===== src/rtl/tdm_frame_scheduler.sv =====
`default_nettype none
// ============================================================================
// Module   : tdm_frame_scheduler
// Purpose  : Frame scheduler between two I2S sample sources and a TDM
//            transmitter. Buffers one sample per channel behind a
//            valid/ready handshake and emits a frame strobe carrying both
//            samples once every G_FRAME_MCLKS master clocks. Handles start-up
//            priming, underrun substitution and a clean stop on disable.
// Build    : TDM_SCHED_HOLD_LAST_EN
//              defined   - an underrun slot repeats its previous strobe value
//              undefined - an underrun slot is muted (zero)
// Ports    : in_mclk             sole clock, rising edge
//            in_rst_n            synchronous active-low reset
//            in_enable           run request
//            in_sample_n         channel-n sample         (n = 1, 2)
//            in_valid_n          channel-n sample valid
//            out_ready_n         channel-n buffer can accept
//            out_frame_n         slot-n data to transmitter
//            out_frame_strobe    one-cycle frame load pulse
//            out_underrun        one-cycle pulse, frame used substitute data
//            out_underrun_count  saturating underrun-frame count
//            out_running         high while in RUN
// Revision : 1.0 - initial release
// ============================================================================
module tdm_frame_scheduler #(
  parameter int G_BITS        = 16,
  parameter int G_FRAME_MCLKS = 64
) (
  input  logic              in_mclk,
  input  logic              in_rst_n,
  input  logic              in_enable,
  input  logic [G_BITS-1:0] in_sample_1,
  input  logic              in_valid_1,
  output logic              out_ready_1,
  input  logic [G_BITS-1:0] in_sample_2,
  input  logic              in_valid_2,
  output logic              out_ready_2,
  output logic [G_BITS-1:0] out_frame_1,
  output logic [G_BITS-1:0] out_frame_2,
  output logic              out_frame_strobe,
  output logic              out_underrun,
  output logic [7:0]        out_underrun_count,
  output logic              out_running
);

  localparam int                 c_CNT_W     = $clog2(G_FRAME_MCLKS);
  localparam logic [c_CNT_W-1:0] c_CNT_LAST  = c_CNT_W'(G_FRAME_MCLKS - 1);
  localparam logic [c_CNT_W-1:0] c_CNT_ONE   = c_CNT_W'(1);
  localparam logic [7:0]         c_COUNT_MAX = 8'hFF;

  typedef enum logic [1:0] {
    S_IDLE  = 2'd0,
    S_PRIME = 2'd1,
    S_RUN   = 2'd2
  } state_t;

  state_t              r_state;
  logic [c_CNT_W-1:0]  r_cnt;

  // per-channel single-entry buffers
  logic                r_full_1;
  logic                r_full_2;
  logic [G_BITS-1:0]   r_buf_1;
  logic [G_BITS-1:0]   r_buf_2;

  // registered outputs
  logic                r_ready_1;
  logic                r_ready_2;
  logic [G_BITS-1:0]   r_frame_1;
  logic [G_BITS-1:0]   r_frame_2;
  logic                r_strobe;
  logic                r_underrun;
  logic [7:0]          r_ucount;
  logic                r_running;

  logic                w_xfer_1;
  logic                w_xfer_2;
  logic                w_tick;
  logic                w_short;
  logic [G_BITS-1:0]   w_sub_1;
  logic [G_BITS-1:0]   w_sub_2;

  // ready is registered, so a transfer is decided purely by flop state
  assign w_xfer_1 = in_valid_1 & r_ready_1;
  assign w_xfer_2 = in_valid_2 & r_ready_2;

  // frame tick: first cycle of every frame period while running
  assign w_tick  = (r_state == S_RUN) && (r_cnt == '0);
  assign w_short = !(r_full_1 && r_full_2);

  // substitute data for a slot whose buffer is empty at the tick
`ifdef TDM_SCHED_HOLD_LAST_EN
  assign w_sub_1 = r_frame_1;
  assign w_sub_2 = r_frame_2;
`else
  assign w_sub_1 = '0;
  assign w_sub_2 = '0;
`endif

  always_ff @(posedge in_mclk) begin
    if (!in_rst_n) begin
      r_state    <= S_IDLE;
      r_cnt      <= '0;
      r_full_1   <= 1'b0;
      r_full_2   <= 1'b0;
      r_buf_1    <= '0;
      r_buf_2    <= '0;
      r_ready_1  <= 1'b0;
      r_ready_2  <= 1'b0;
      r_frame_1  <= '0;
      r_frame_2  <= '0;
      r_strobe   <= 1'b0;
      r_underrun <= 1'b0;
      r_ucount   <= '0;
      r_running  <= 1'b0;
    end else begin
      // pulses default low; only the frame tick raises them
      r_strobe   <= 1'b0;
      r_underrun <= 1'b0;

      // sample capture is harmless whenever a handshake completes; the
      // full flags below decide whether the data is actually kept
      if (w_xfer_1) r_buf_1 <= in_sample_1;
      if (w_xfer_2) r_buf_2 <= in_sample_2;

      case (r_state)
        S_IDLE: begin
          r_full_1  <= 1'b0;
          r_full_2  <= 1'b0;
          r_cnt     <= '0;
          r_running <= 1'b0;
          if (in_enable) begin
            r_state   <= S_PRIME;
            r_ready_1 <= 1'b1;
            r_ready_2 <= 1'b1;
          end else begin
            r_ready_1 <= 1'b0;
            r_ready_2 <= 1'b0;
          end
        end

        S_PRIME: begin
          if (!in_enable) begin
            // abandon priming and flush anything collected so far
            r_state   <= S_IDLE;
            r_full_1  <= 1'b0;
            r_full_2  <= 1'b0;
            r_ready_1 <= 1'b0;
            r_ready_2 <= 1'b0;
          end else if (r_full_1 && r_full_2) begin
            // both buffers primed: the first RUN cycle is a frame tick
            r_state   <= S_RUN;
            r_cnt     <= '0;
            r_running <= 1'b1;
            r_ready_1 <= 1'b0;
            r_ready_2 <= 1'b0;
          end else begin
            r_full_1  <= r_full_1 | w_xfer_1;
            r_full_2  <= r_full_2 | w_xfer_2;
            r_ready_1 <= !(r_full_1 | w_xfer_1);
            r_ready_2 <= !(r_full_2 | w_xfer_2);
          end
        end

        S_RUN: begin
          if (w_tick) begin
            if (in_enable) begin
              r_frame_1  <= r_full_1 ? r_buf_1 : w_sub_1;
              r_frame_2  <= r_full_2 ? r_buf_2 : w_sub_2;
              r_strobe   <= 1'b1;
              r_underrun <= w_short;
              if (w_short && (r_ucount != c_COUNT_MAX)) begin
                r_ucount <= r_ucount + 8'd1;
              end
              // buffers are consumed; a sample accepted on this very cycle
              // (only possible into an empty buffer) is kept for next frame
              r_full_1  <= w_xfer_1;
              r_full_2  <= w_xfer_2;
              r_ready_1 <= !w_xfer_1;
              r_ready_2 <= !w_xfer_2;
              r_cnt     <= c_CNT_ONE;
            end else begin
              // disable takes effect on a frame boundary: no strobe, stop
              r_state   <= S_IDLE;
              r_running <= 1'b0;
              r_full_1  <= 1'b0;
              r_full_2  <= 1'b0;
              r_ready_1 <= 1'b0;
              r_ready_2 <= 1'b0;
              r_cnt     <= '0;
            end
          end else begin
            r_full_1  <= r_full_1 | w_xfer_1;
            r_full_2  <= r_full_2 | w_xfer_2;
            r_ready_1 <= !(r_full_1 | w_xfer_1);
            r_ready_2 <= !(r_full_2 | w_xfer_2);
            r_cnt     <= (r_cnt == c_CNT_LAST) ? '0 : (r_cnt + c_CNT_ONE);
          end
        end

        default: begin
          r_state   <= S_IDLE;
          r_full_1  <= 1'b0;
          r_full_2  <= 1'b0;
          r_ready_1 <= 1'b0;
          r_ready_2 <= 1'b0;
          r_running <= 1'b0;
          r_cnt     <= '0;
        end
      endcase
    end
  end

  assign out_ready_1        = r_ready_1;
  assign out_ready_2        = r_ready_2;
  assign out_frame_1        = r_frame_1;
  assign out_frame_2        = r_frame_2;
  assign out_frame_strobe   = r_strobe;
  assign out_underrun       = r_underrun;
  assign out_underrun_count = r_ucount;
  assign out_running        = r_running;

endmodule
`default_nettype wire


===== config.mk =====
export PLATFORM = sky130hd
export DESIGN_NAME = tdm_frame_scheduler
export DESIGN_NICKNAME = d
export VERILOG_FILES = /design/src/rtl/tdm_frame_scheduler.sv
export SDC_FILE = /design/constraint.sdc
export NUM_CORES = 1
export LEC_CHECK = 0
export ABC_AREA = 1
export BUFFER_PORTS_ARGS = -buffer_cell sky130_fd_sc_hd__buf_4
export CAP_MARGIN = 20
export CORE_MARGIN = 2
export CORE_UTILIZATION = 48
export DETAILED_ROUTE_END_ITERATION = 6
export GPL_TIMING_DRIVEN = 0
export PLACE_DENSITY = 0.76
export SLEW_MARGIN = 20
export SYNTH_ARGS = -nofsm -noshare
export SYNTH_HDL_FRONTEND = slang
export SYNTH_SLANG_ARGS = --single-unit

===== constraint.sdc =====
create_clock -name in_mclk -period 1.6 [get_ports in_mclk]
set_clock_uncertainty 0.1 [all_clocks]
set_input_delay 0.24 -clock in_mclk [delete_from_list [all_inputs] [get_ports in_mclk]]
set_output_delay 0.24 -clock in_mclk [all_outputs]
set_load 0.01 [all_outputs]

== Word-level counts from Yosys, hierarchy flattened ==
Cells that the tools add are included.

* Memories kept: 0
* Bits in read-only memories: 0
* RAM bits: 0
* Output and inout port bits: 45
* Bits of input ports: 37
* Register bits after elaboration: 87
* Word-level logic and storage cells: 88
* Bits in latches: 0

* Bitwise logic cells: 4
* Multiply operators: 0
* Shifts and indexed selects: 0
* Equality and inequality tests: 11
* $lt $le $gt $ge: 0
* Div/mod/pow operators: 0
* $add $sub $neg: 2
* Reductions and logical operators: 17
* Muxes and demuxes: 40

{| class="wikitable"
|+ Operators by type and width
! operator !! number
|-
| $mux W16 || 2
|-
| $mux W6 || 4
|-
| $mux W1 || 22
|-
| $reduce_and A4 Y1 || 4
|-
| $pmux W6 S2 || 1
|-
| $mux W2 || 5
|-
| $ne A2 B2 Y1 const B || 5
|-
| $add A8 B1 Y8 const B || 1
|-
| $ne A8 B8 Y1 const B || 1
|-
| $add A6 B1 Y6 const B || 1
|-
| $eq A6 B6 Y1 const B || 1
|-
| $logic_not A6 Y1 || 1
|-
| $ne A3 B3 Y1 const B || 2
|-
| $pmux W1 S2 || 3
|-
| $pmux W1 S3 || 2
|-
| $pmux W2 S3 || 1
|-
| $reduce_and A3 Y1 || 2
|-
| $logic_not A1 Y1 || 5
|-
| $logic_and A1 B1 Y1 || 3
|-
| $and A1 B1 Y1 || 2
|-
| $eq A2 B1 Y1 const B || 1
|-
| $eq A2 B2 Y1 const B || 1
|-
| $logic_not A2 Y1 || 1
|-
| $or A1 B1 Y1 || 2
|-
| $reduce_and A2 Y1 || 1
|}

== Depth between registers and ports, before layout ==
Gate-level depths: netlist of the first run.

* Depth after elaboration: 6
* Depth in mapped cells: 9
* Depth with buffers taken out: 9

== Worst setup path before layout of the first run ==
OpenSTA, ideal clock, no wires.

* Kind: flip-flop to flip-flop
* Start: register r_state[0]
* End: register r_frame_1[10], in the netlist out_frame_1[10]
* Data required time: 1,385 ps
* Setup time: 115 ps
* Arrival: 1,251 ps
* Buffers on the path: 1
* Period minus slack after synthesis: 1,466 ps
* Setup slack: 134 ps
* Stages on the path, launching flop included: 9
* Cell sequence: dfxtp_1 > inv_1 > ha_1 > nand2_4 > nor2_8 > inv_2 > buf_6 > nand3_1 > o21ai_2

* Cells in the longest elaborated chain, start to end: 3

{| class="wikitable"
|+ RTL lines
! what !! line !! text
|-
| start: declaration || 57 || <nowiki>state_t r_state;</nowiki>
|-
| start signal: assignment || 102 || <nowiki>r_state <= S_IDLE;</nowiki>
|-
| start signal: assignment || 133 || <nowiki>r_state <= S_PRIME;</nowiki>
|-
| start signal: assignment || 145 || <nowiki>r_state <= S_IDLE;</nowiki>
|-
| $eq A2 B2 Y1 * || 88, 126 ||
|-
| $logic_and A1 B1 Y1 || 88 || <nowiki>assign w_tick = (r_state == S_RUN) && (r_cnt == '0);</nowiki>
|-
| $reduce_and A3 Y1 (no source line) * || n/a ||
|-
| end signal: assignment || 168 || <nowiki>r_frame_1 <= r_full_1 ? r_buf_1 : w_sub_1;</nowiki>
|-
| end: declaration || 69 || <nowiki>logic [G_BITS-1:0] r_frame_1;</nowiki>
|}

Mark *: on every way between the ends. The rest lies on a longest branch, timed or not.
A chain may end at the register's enable or synchronous reset.

== Final worst setup path of the first run ==
* Start: register r_cnt[0]
* End: register r_frame_2[12], in the netlist out_frame_2[12]

* Cells in the longest elaborated chain, start to end: 3

{| class="wikitable"
|+ RTL lines
! what !! line !! text
|-
| start: declaration || 58 || <nowiki>logic [c_CNT_W-1:0] r_cnt;</nowiki>
|-
| start signal: assignment || 181 || <nowiki>r_cnt <= c_CNT_ONE;</nowiki>
|-
| start signal: assignment || 197 || <nowiki>r_cnt <= (r_cnt == c_CNT_LAST) ? '0 : (r_cnt + c_CNT_ONE);</nowiki>
|-
| $logic_not A6 Y1 || 88 ||
|-
| $logic_and A1 B1 Y1 || 88 ||
|-
| $reduce_and A3 Y1 (no source line) || n/a ||
|-
| end signal: assignment || 169 || <nowiki>r_frame_2 <= r_full_2 ? r_buf_2 : w_sub_2;</nowiki>
|-
| end: declaration || 70 || <nowiki>logic [G_BITS-1:0] r_frame_2;</nowiki>
|}

No other way between the ends.

==> summary.txt, run 1 <==
Outcome
  – Status: completed

Route
  – First-pass iteration count of the detailed router: 4
  – Drt wl/cell: 12.71 um
  – Vias: 3361
  – DRT iter0 DRCs: 124
  – Via-to-Cell Ratio: 5.009
  – WL final: 8531 um
  – DRC: 0
  – DRT antenna net count: 0

Floorplan
  – Die width: 91.47 um
  – Total core area: 7331 um2
  – Die H: 91.47 um
  – FP Rows: 31
  – Die ar.: 8366 um2
  – Initial cell density of the core: 50.09%
  – Top Ports: 82

Worst setup path
  – Req. time, crit path: 1.74 ns
  – Crit path DAT: 1.64 ns
  – Slowest stage delay, CP: 0.35 ns
  – Critical path cell sequence: inv_2 > ha_4 > nand3_4 > nor2_8 > inv_4 > buf_6 > nand3_1 > o21ai_1
  – Crit-path max FO: 10
  – Max stage delay cell, worst path: dfxtp_2
  – CP Capture Type: flop
  – CP Class: reg2reg
  – CP Launch Type: flop

Placed design
  – DPL Wire Length: 6150 um
  – Place WS: -0.04806 ns
  – Placed Instances: 654
  – Placer Congestion: 0.8915
  – # port buffers: 80

Timing
  – Worst slew margin: 67.64%
  – Final min period: 1.500 ns
  – Unrepaired setup endpoints after global routing: false
  – Actual slew at the worst max-slew pin: 0.4854 ns
  – # setup viols final: 0
  – FMAX: 666.6 MHz
  – Setup slack after layout: 0.09983 ns
  – Final hold viol count: 0
  – Setup TNS: 0 ns
  – Final max-slew violation count: 0
  – Final period util: 93.76%

Power
  – Leakage: 1.935 nW
  – IR drop worst, VDD: 587.1 uV
  – Gate power share: 7.8%
  – Switching Share: 24.41%
  – PwrDens: 873.4 nW/um2
  – Net Switching: 0.9948 mW
  – Clock power share: 36.9%
  – Sequential power share: 55.3%
  – Internal Power: 3.081 mW
  – Total power: 4.076 mW

Min path
  – HP Class: in2reg

Yosys
  – Post-synth top area share: 47.43%
  – Dominant cells by area after synthesis: dfxtp_1 (47%), nor2_1 (8.7%), nand2_1 (8.3%)
  – Cell count after synthesis: 475
  – Post-synthesis sequential area ratio: 47.43%
  – Ys Warns: 0
  – Netlist Area Pre-Place: 3672 um2
  – Post-Syn Nets: 519
  – Syn Area/Cell: 7.731 um2
  – Yosys reg bits: 87
  – Area leader, netlist: dfxtp_1
  – Synth cell types: 28

Clocking
  – Clock-pin slew of the registers on the worst-case setup and hold paths: 0.09 ns
  – Number of buffers created by CTS: 9
  – CTS H-tree depth: 3
  – Worst skew pair latency: 0.35 ns
  – Root buffer cell: clkbuf_8
  – CTS Sinks: 87
  – Hold-fix buffers, CTS: 0
  – CTS tree: done
  – Clock buffer depth: 2

Finish
  – Final core occ: 63.66%
  – Antenna diodes: 0
  – Reg area: 1749 um2
  – Layout cells sized above 1: 27.27%
  – Final nets: 612
  – Fill count: 656
  – Area occupied by multi-input gates: 1724 um2
  – Layout area overhead: 27.09%
  – Non-filler instance count after layout: 671

GRT
  – Initial antenna violation count: 0
  – First-pass GRT wire length: 13940 um
  – Vias in the first global route: 2944
  – GRT overflow: 0
  – GRT Util Overall: 20.51%
  – Largest net degree at the start of global routing: 16

Run
  – Max-Cap Viols: 0
==> metal layers <==
| metal | GRT usage [%] | vias up | wire [um] |
|---|---|---|---|
| met4 | 7.702 | 0 | 89 |
| met1 | 28.58 | 1528 | 4025 |
| li1 | - | 1739 | - |
| met3 | 3.402 | 6 | 464 |
| met5 | 0 | - | 0 |
| met2 | 31.80 | 88 | 3951 |
==> registers in the layout (all words and copies together) (netlist names) <==
signal,flops
out_frame_1,16
out_frame_2,16
out_frame_strobe,1
out_ready_1,1
out_ready_2,1
out_running,1
out_underrun,1
out_underrun_count,8
r_buf_1,16
r_buf_2,16
r_cnt,6
r_full_1,1
r_full_2,1
r_state,2
==> metrics by stage <==
stage / hold WS [ns] / instance area, um2
floorplan: 0.3067 / 3672
finish: 0.02787 / 4667
global route: 0.03729 / 4667
detailed placement: 0.3412 / 4397
CTS: 0.01861 / 4621
global placement: 0.3362 / 4397
==> synth_stat cells (all sizes together) <==
library cell,n
a211oi,1
a21oi,21
buf,14
clkbuf,10
dfxtp,87
ha,7
inv,28
nand2,85
nand3,49
nand3b,2
nand4,4
nor2,87
nor3,1
o211ai,1
o21ai,72
or2,3
xor2,3
==> repair_timing <==
action / 4_1_cts / 5_1_grt
buffers inserted: 2 / 0
endpoints found under the hold margin: 0 / 0
gates resized for setup: 7 / 19
pin swaps: 3 / 2
endpoints found under the setup margin: 40 / 68
==> cell usage in the layout, fill, tap and decap left out, types with 13 or more instances in the layout <==
master,count
a21oi_1,21
buf_4,82
dfxtp_1,81
inv_1,20
nand2_1,78
nand3_1,46
nor2_1,85
o21ai_0,38
o21ai_1,21
o21ai_2,13
==> power by group through the flow <==
stage	clock network (mW)	registers [mW]	logic [mW]
after global routing	1.63	2.26	0.358
after detailed placement	0	2.30	0.303
after global placement	0	2.30	0.295
final	1.51	2.25	0.317
after floorplan	0	2.30	0.179
after CTS	1.52	2.25	0.308
==> logic make-up (layout without fill, tap and decap cells) <==
group	count (synthesis)	in the layout	synth area share (%)
AND/OR/NAND/NOR	231	231	28.14
buffers and inverters	52	149	6.917
XOR/XNOR	3	3	0.7156
AO/OA/AOI/OAI	95	95	14.41
adder cells (fa/ha/maj)	7	7	2.385
flip-flops	87	87	47.43
==> cell type report <==
class                      instances  share of cell area (%)
sequential                        87                   37.48
multi-input combinational        336                   36.94
timing repair buffer              82                   13.19
buffer                            24                   3.271
clock buffer                       9                   2.654
tap                               99                   2.654
inverter                          28                   2.306
clock inverter                     6                   1.501
==> final timing paths <==
kind	from	to	slack, ns	depth (start not counted)
max	r_cnt[0]	out_frame_2[12]	0.1	8
min	in_sample_1[8]	r_buf_1[8]	0.03	3
max reg2reg	r_cnt[0]	out_frame_2[12]	0.1	8
min reg2reg	r_buf_2[2]	out_frame_2[2]	0.35	2
==> critical path: cells and delay by family (launching register included) <==
kind	cells	cell delay [ns]
flops	1	0.35
compound gates	1	0.08
simple gates	3	0.43
fa+ha+maj	1	0.14
buf+inv	3	0.30
No activity file was read; power rests on OpenSTA's default activity.
==> inputs of run 2 (changes only) <==
--- a/config.mk
+++ b/config.mk
@@ -11,7 +11,6 @@
 export CORE_MARGIN = 2
 export CORE_UTILIZATION = 48
 export DETAILED_ROUTE_END_ITERATION = 6
-export GPL_TIMING_DRIVEN = 0
 export PLACE_DENSITY = 0.76
 export SLEW_MARGIN = 20
 export SYNTH_ARGS = -nofsm -noshare
==> run 2 against run 1 <==
  * Non-clock buffer count is 6 lower
  * Clock-buffer cell count did not move
  * Worst hold slack got worse by 0.0055 ns
  * Total power increased by 2.9%
  * Cell area rose by 0.19%
  * First-iteration DRC count is 5.6% lower
  * Utilization up 0.12 points
  * Clock power is 8% higher
  * Worst setup slack got worse by 0.036 ns
  * Maximum frequency is 2.3% lower
  * Die area is the same
  * Critical path type unchanged
  * Largest power group unchanged
==> summary.txt, run 2 (same netlist as run 1, synthesis figures left out) <==
Route
  – Via-to-Cell Ratio: 5.079
  – Drt wl/cell: 13.13 um
  – Met3 WL: 523 um
  – DRC: 0
  – DR top layer: met4
  – Vias: 3388
  – DRT iter0 DRCs: 117
  – First-pass iteration count of the detailed router: 5
  – Met2 routed WL: 4232 um
  – Metal1 wirelength: 3879 um
  – DRT antenna net count: 0
  – WL final: 8758 um

Finish
  – Layout area overhead: 27.33%
  – Final core occ: 63.78%
  – Most frequent cells in the layout: buf_4 (98), nor2_1 (85), dfxtp_1 (84), nand2_1 (81), nand3_1 (46)
  – Fill count: 636
  – Commonest non-fill, non-tap cell in the layout: buf_4
  – Post-route cell area: 4676 um2
  – Final nets: 607
  – Layout cells sized above 1: 27.46%
  – Antenna diodes: 0

Power
  – Clock power share: 38.8%
  – Net Switching: 1.076 mW
  – Leakage: 1.961 nW
  – Sequential power share: 53.6%
  – PwrDens: 897.5 nW/um2
  – Gate power share: 7.6%
  – Switching Share: 25.64%
  – IR drop worst, VDD: 528.8 uV
  – Internal Power: 3.120 mW

Worst setup path
  – Req. time, crit path: 1.77 ns
  – Crit-path max FO: 5
  – CP Capture Type: flop
  – Critical path's top delay family: simple AND/OR/NAND/NOR gates
  – Max stage delay cell, worst path: dfxtp_2
  – Slowest stage delay, CP: 0.34 ns
  – CP Launch Type: flop
  – CP Class: reg2reg
  – Critical path cell sequence: inv_1 > ha_4 > nand3_4 > nor2_8 > buf_6 > nand3_4 > o21ai_1 > nor2_1
  – Crit path DAT: 1.70 ns
  – Cell mode on critical path: nand3_4
  – WP buf/inv: 2

Clocking
  – Root buffer cell: clkbuf_8
  – Number of buffers created by CTS: 9
  – Clock buffer depth: 2
  – CTS Sinks: 87
  – CTS H-tree depth: 3
  – CTS tree: done
  – Worst skew pair latency: 0.36 ns
  – Clock-pin slew of the registers on the worst-case setup and hold paths: 0.10 ns

GRT
  – Largest net degree at the start of global routing: 49
  – Initial antenna violation count: 0
  – GRT overflow: 0
  – GRT Util Overall: 21.21%
  – Vias in the first global route: 3161
  – First-pass GRT wire length: 14430 um

Timing
  – Unrepaired setup endpoints after global routing: true
  – # setup viols final: 0
  – Worst slew margin: 69.91%
  – Final period util: 95.99%
  – Final min period: 1.536 ns
  – Final max-slew violation count: 0
  – Actual slew at the worst max-slew pin: 0.4513 ns
  – Final hold viol count: 0
  – FMAX: 651.1 MHz

Floorplan
  – Die ar.: 8366 um2
  – FP Rows: 31
  – Initial cell density of the core: 50.09%
  – Die H: 91.47 um
  – Total core area: 7331 um2
  – Die width: 91.47 um
  – Top Ports: 82

Min path
  – HP Class: in2reg

Placed design
  – Cell Area, Placed: 4410 um2
  – # port buffers: 81
  – DPL Wire Length: 6102 um
  – Placer Congestion: 0.8446

Outcome
  – Status: completed

Run
  – Max-Cap Viols: 0
[run 2: cell count changes in the layout (fill, tap and decap cells not counted), moves of 4 or more]
cell      delta
buf_4       +16
buf_2        -4
buf_6        -6
clkbuf_1     -9
[run 2: per-layer routing]
metal	GRT usage [%]	up-vias
li1	-	1734
met1	27.80	1539
met2	34.56	104
met3	4.730	11
met4	6.944	0
met5	0	-
[run 2: final cells by class]
| class | count | area (um2) | area share (%) |
|---|---|---|---|
| multi-input cells | 337 | 1715 | 36.69 |
| inverters | 28 | 110.1 | 2.355 |
| clock buffers | 9 | 123.9 | 2.649 |
| clock inverters | 7 | 90.09 | 1.927 |
| repair buffers | 100 | 767.0 | 16.40 |
| well taps | 99 | 123.9 | 2.649 |
| flip-flops and latches | 87 | 1745 | 37.33 |
[run 2: repair_timing]
item,in CTS,in global routing
hold buffers,0,0
gates resized for setup,4,13
pin swaps,0,2
buffers inserted,0,0
cloned,0,1
endpoints found under the setup margin,34,15
[run 2: final timing paths]
check | startpoint | to | slack [ns] | cells after the start
min reg2reg | r_buf_2[2] | out_frame_2[2] | 0.35 | 2
max | r_cnt[1] | out_underrun_count[1] | 0.06 | 8
min | in_sample_1[5] | r_buf_1[5] | 0.02 | 3
max reg2reg | r_cnt[1] | out_underrun_count[1] | 0.06 | 8
[run 2: through the flow]
step | hold WS, ns | power [mW] | setup TNS [ns] | setup WS, ns | instances
CTS | 0.01802 | 4.206 | -0.002508 | -0.001273 | 666
global placement | 0.3352 | 2.593 | -0.7167 | -0.03833 | 650
detailed placement | 0.3407 | 2.608 | -2.493 | -0.09974 | 650
finish | 0.02233 | 4.196 | 0 | 0.06417 | 667
floorplan | 0.3067 | 2.475 | 0 | 0.1337 | 475
global route | 0.02327 | 4.363 | -0.06555 | -0.03700 | 667
[run 2: power groups by stage]
stage          clock network [mW]  logic, mW  registers (mW)
3_3_place_gp                    0      0.296            2.30
5_1_grt                      1.75      0.357            2.26
3_5_place_dp                    0      0.309            2.30
2_1_floorplan                   0      0.179            2.30
6_report                     1.63      0.318            2.25
4_1_cts                      1.64      0.314            2.25
[run 2: worst reg2reg max path: cells and delay by family, from the launching register on]
family,cells,cell delay [ns]
AND/OR/NAND/NOR,4,0.46
adder cells (fa/ha/maj),1,0.16
AO/OA/AOI/OAI,1,0.14
buffers and inverters,2,0.24
flip-flops,1,0.34
==> inputs of run 3 (changes only) <==
--- a/config.mk
+++ b/config.mk
@@ -11,7 +11,7 @@
 export CORE_MARGIN = 2
 export CORE_UTILIZATION = 48
 export DETAILED_ROUTE_END_ITERATION = 6
-export PLACE_DENSITY = 0.76
+export PLACE_DENSITY = 0.75
 export SLEW_MARGIN = 20
 export SYNTH_ARGS = -nofsm -noshare
 export SYNTH_HDL_FRONTEND = slang
==> run 3 against run 2 <==
  * Clock-buffer cell count is the same
  * Maximum frequency shrank 1.9%
  * Sequential share of layout area shrank 0.99 points
  * Routed wire length increased by 2.4%
  * Worst setup slack got worse by 0.029 ns
  * Via count increased by 1.2%
  * Highest routed layer unchanged
  * Global-route usage down 0.67 points
  * Final cell count rose by 0.60%
  * Critical path depth unchanged
==> summary.txt, run 3 (same netlist as run 1, synthesis figures left out) <==
Outcome
  – Status: completed

Placed design
  – Placer Congestion: 0.8306
  – # port buffers: 81
  – DPL Wire Length: 5765 um

Timing
  – Final period util: 97.80%
  – Final hold viol count: 0
  – Final max-slew violation count: 0
  – Actual slew at the worst max-slew pin: 0.3237 ns
  – Setup TNS: 0 ns
  – FMAX: 639.1 MHz
  – Final min period: 1.565 ns
  – Worst slew margin: 78.42%
  – # setup viols final: 0

Power
  – Net Switching: 1.085 mW
  – Clock power share: 38.8%
  – Leakage: 2.027 nW
  – IR drop worst, VDD: 407.8 uV
  – Gate power share: 7.7%
  – PwrDens: 875.2 nW/um2
  – Total power: 4.207 mW
  – Switching Share: 25.78%
  – Internal Power: 3.122 mW
  – Sequential power share: 53.5%

Clocking
  – Root buffer cell: clkbuf_8
  – CTS H-tree depth: 3
  – Clock-pin slew of the registers on the worst-case setup and hold paths: 0.09 ns
  – Clock buffer depth: 2
  – Hold-fix buffers, CTS: 0
  – CTS Sinks: 87
  – CTS tree: done
  – Worst skew pair latency: 0.36 ns
  – Number of buffers created by CTS: 9

GRT
  – Largest net degree at the start of global routing: 33
  – GRT overflow: 0
  – Initial antenna violation count: 0
  – GRT Util Overall: 20.54%
  – First-pass GRT wire length: 13990 um
  – Vias in the first global route: 3082

Route
  – DRT antenna net count: 0
  – DRT iter0 DRCs: 185
  – Drt wl/cell: 13.36 um
  – DRC: 0
  – Vias: 3428
  – Via-to-Cell Ratio: 5.109
  – WL final: 8966 um
  – First-pass iteration count of the detailed router: 4

Finish
  – Layout area overhead: 30.90%
  – Layout cells sized above 1: 29.02%
  – Most frequent cells in the layout: buf_4 (98), nor2_1 (83), dfxtp_1 (83), nand2_1 (80), nand3_1 (46)
  – Commonest non-fill, non-tap cell in the layout: buf_4
  – Antenna diodes: 0
  – Final nets: 611

Floorplan
  – Total core area: 7331 um2
  – Die width: 91.47 um
  – Top Ports: 82
  – FP Rows: 31
  – Die ar.: 8366 um2
  – Initial cell density of the core: 50.09%
  – Die H: 91.47 um

Worst setup path
  – R2R cell count: 8
  – Req. time, crit path: 1.80 ns
  – CP Launch Type: flop
  – CP Class: reg2reg
  – CP Capture Type: flop
  – Crit-path max FO: 6
  – Crit path DAT: 1.76 ns

Min path
  – HP Class: in2reg
  – Worst hold stages: 3

Run
  – Max-Cap Viols: 0
[run 3: cell count changes in the layout (fill, tap and decap cells not counted), sizes merged]
| cell | previous run | this run |
|---|---|---|
| nand3 | 50 | 49 |
| clkinv | 1 | 2 |
| buf | 100 | 102 |
| clkbuf | 9 | 12 |
| clkinvlp | 2 | 1 |
[run 3: through the flow]
stage               instances  hold WS [ns]  setup WS (ns)  util [%]  area (um2)
finish                    671       0.02062        0.03519     65.57        4807
global route              671       0.02605       -0.04183     65.57        4807
CTS                       665       0.01540       0.002740     63.34        4643
detailed placement        649        0.3432       -0.07336     60.40        4428
global placement          649        0.3340       -0.01345     60.40        4428
floorplan                 475        0.3067         0.1337         -        3672
[run 3: power by group through the flow]
stage                     clock [mW]  combinational, mW  sequential [mW]
after floorplan                    0              0.179             2.30
after global placement             0              0.296             2.30
after detailed placement           0              0.303             2.30
after CTS                       1.64              0.304             2.25
after global routing            1.74              0.362             2.26
final                           1.63              0.324             2.25
[run 3: what timing repair did]
action	CTS	global route
setup endpoints to repair	32	43
gates resized for setup	1	25
setup buffers	0	2
pin swaps	0	3
cloned	0	4
[run 3: routing by layer]
layer  vias to the layer above  part of all wire [%]  GRT usage (%)
li1                       1738                     -              -
met1                      1587                    45          26.76
met2                        91                    48          33.39
met3                        12                   5.7          5.311
met4                         0                   1.3          6.187
met5                         -                     0              0
[run 3: worst max-delay path: stages, from the launching register on]
cell and delay, ns:
dfxtp_2 0.36, inv_2 0.08, ha_4 0.14, nand3_4 0.12, nor2_8 0.16, buf_12 0.14
nand2_8 0.09, clkbuf_16 0.18, o21ai_1 0.13
[run 3: final cells by class]
type                            count  area [um2]
Multi-Input combinational cell    336        1734
Tap cell                           99       123.9
Clock buffer                        9       123.9
Sequential cell                    87        1747
Fill cell                         610        2524
Timing Repair Buffer              105       882.1
Clock inverter                      7       88.84
Inverter                           28       107.6
[run 3: final timing paths]
check	slack [ns]	endpoint	startpoint
setup / recovery	0.04	out_frame_1[4]	r_cnt[1]
hold / removal	0.02	r_buf_1[2]	in_sample_1[2]
hold reg to reg	0.36	out_frame_2[0]	r_buf_2[0]
setup reg to reg	0.04	out_frame_1[4]	r_cnt[1]
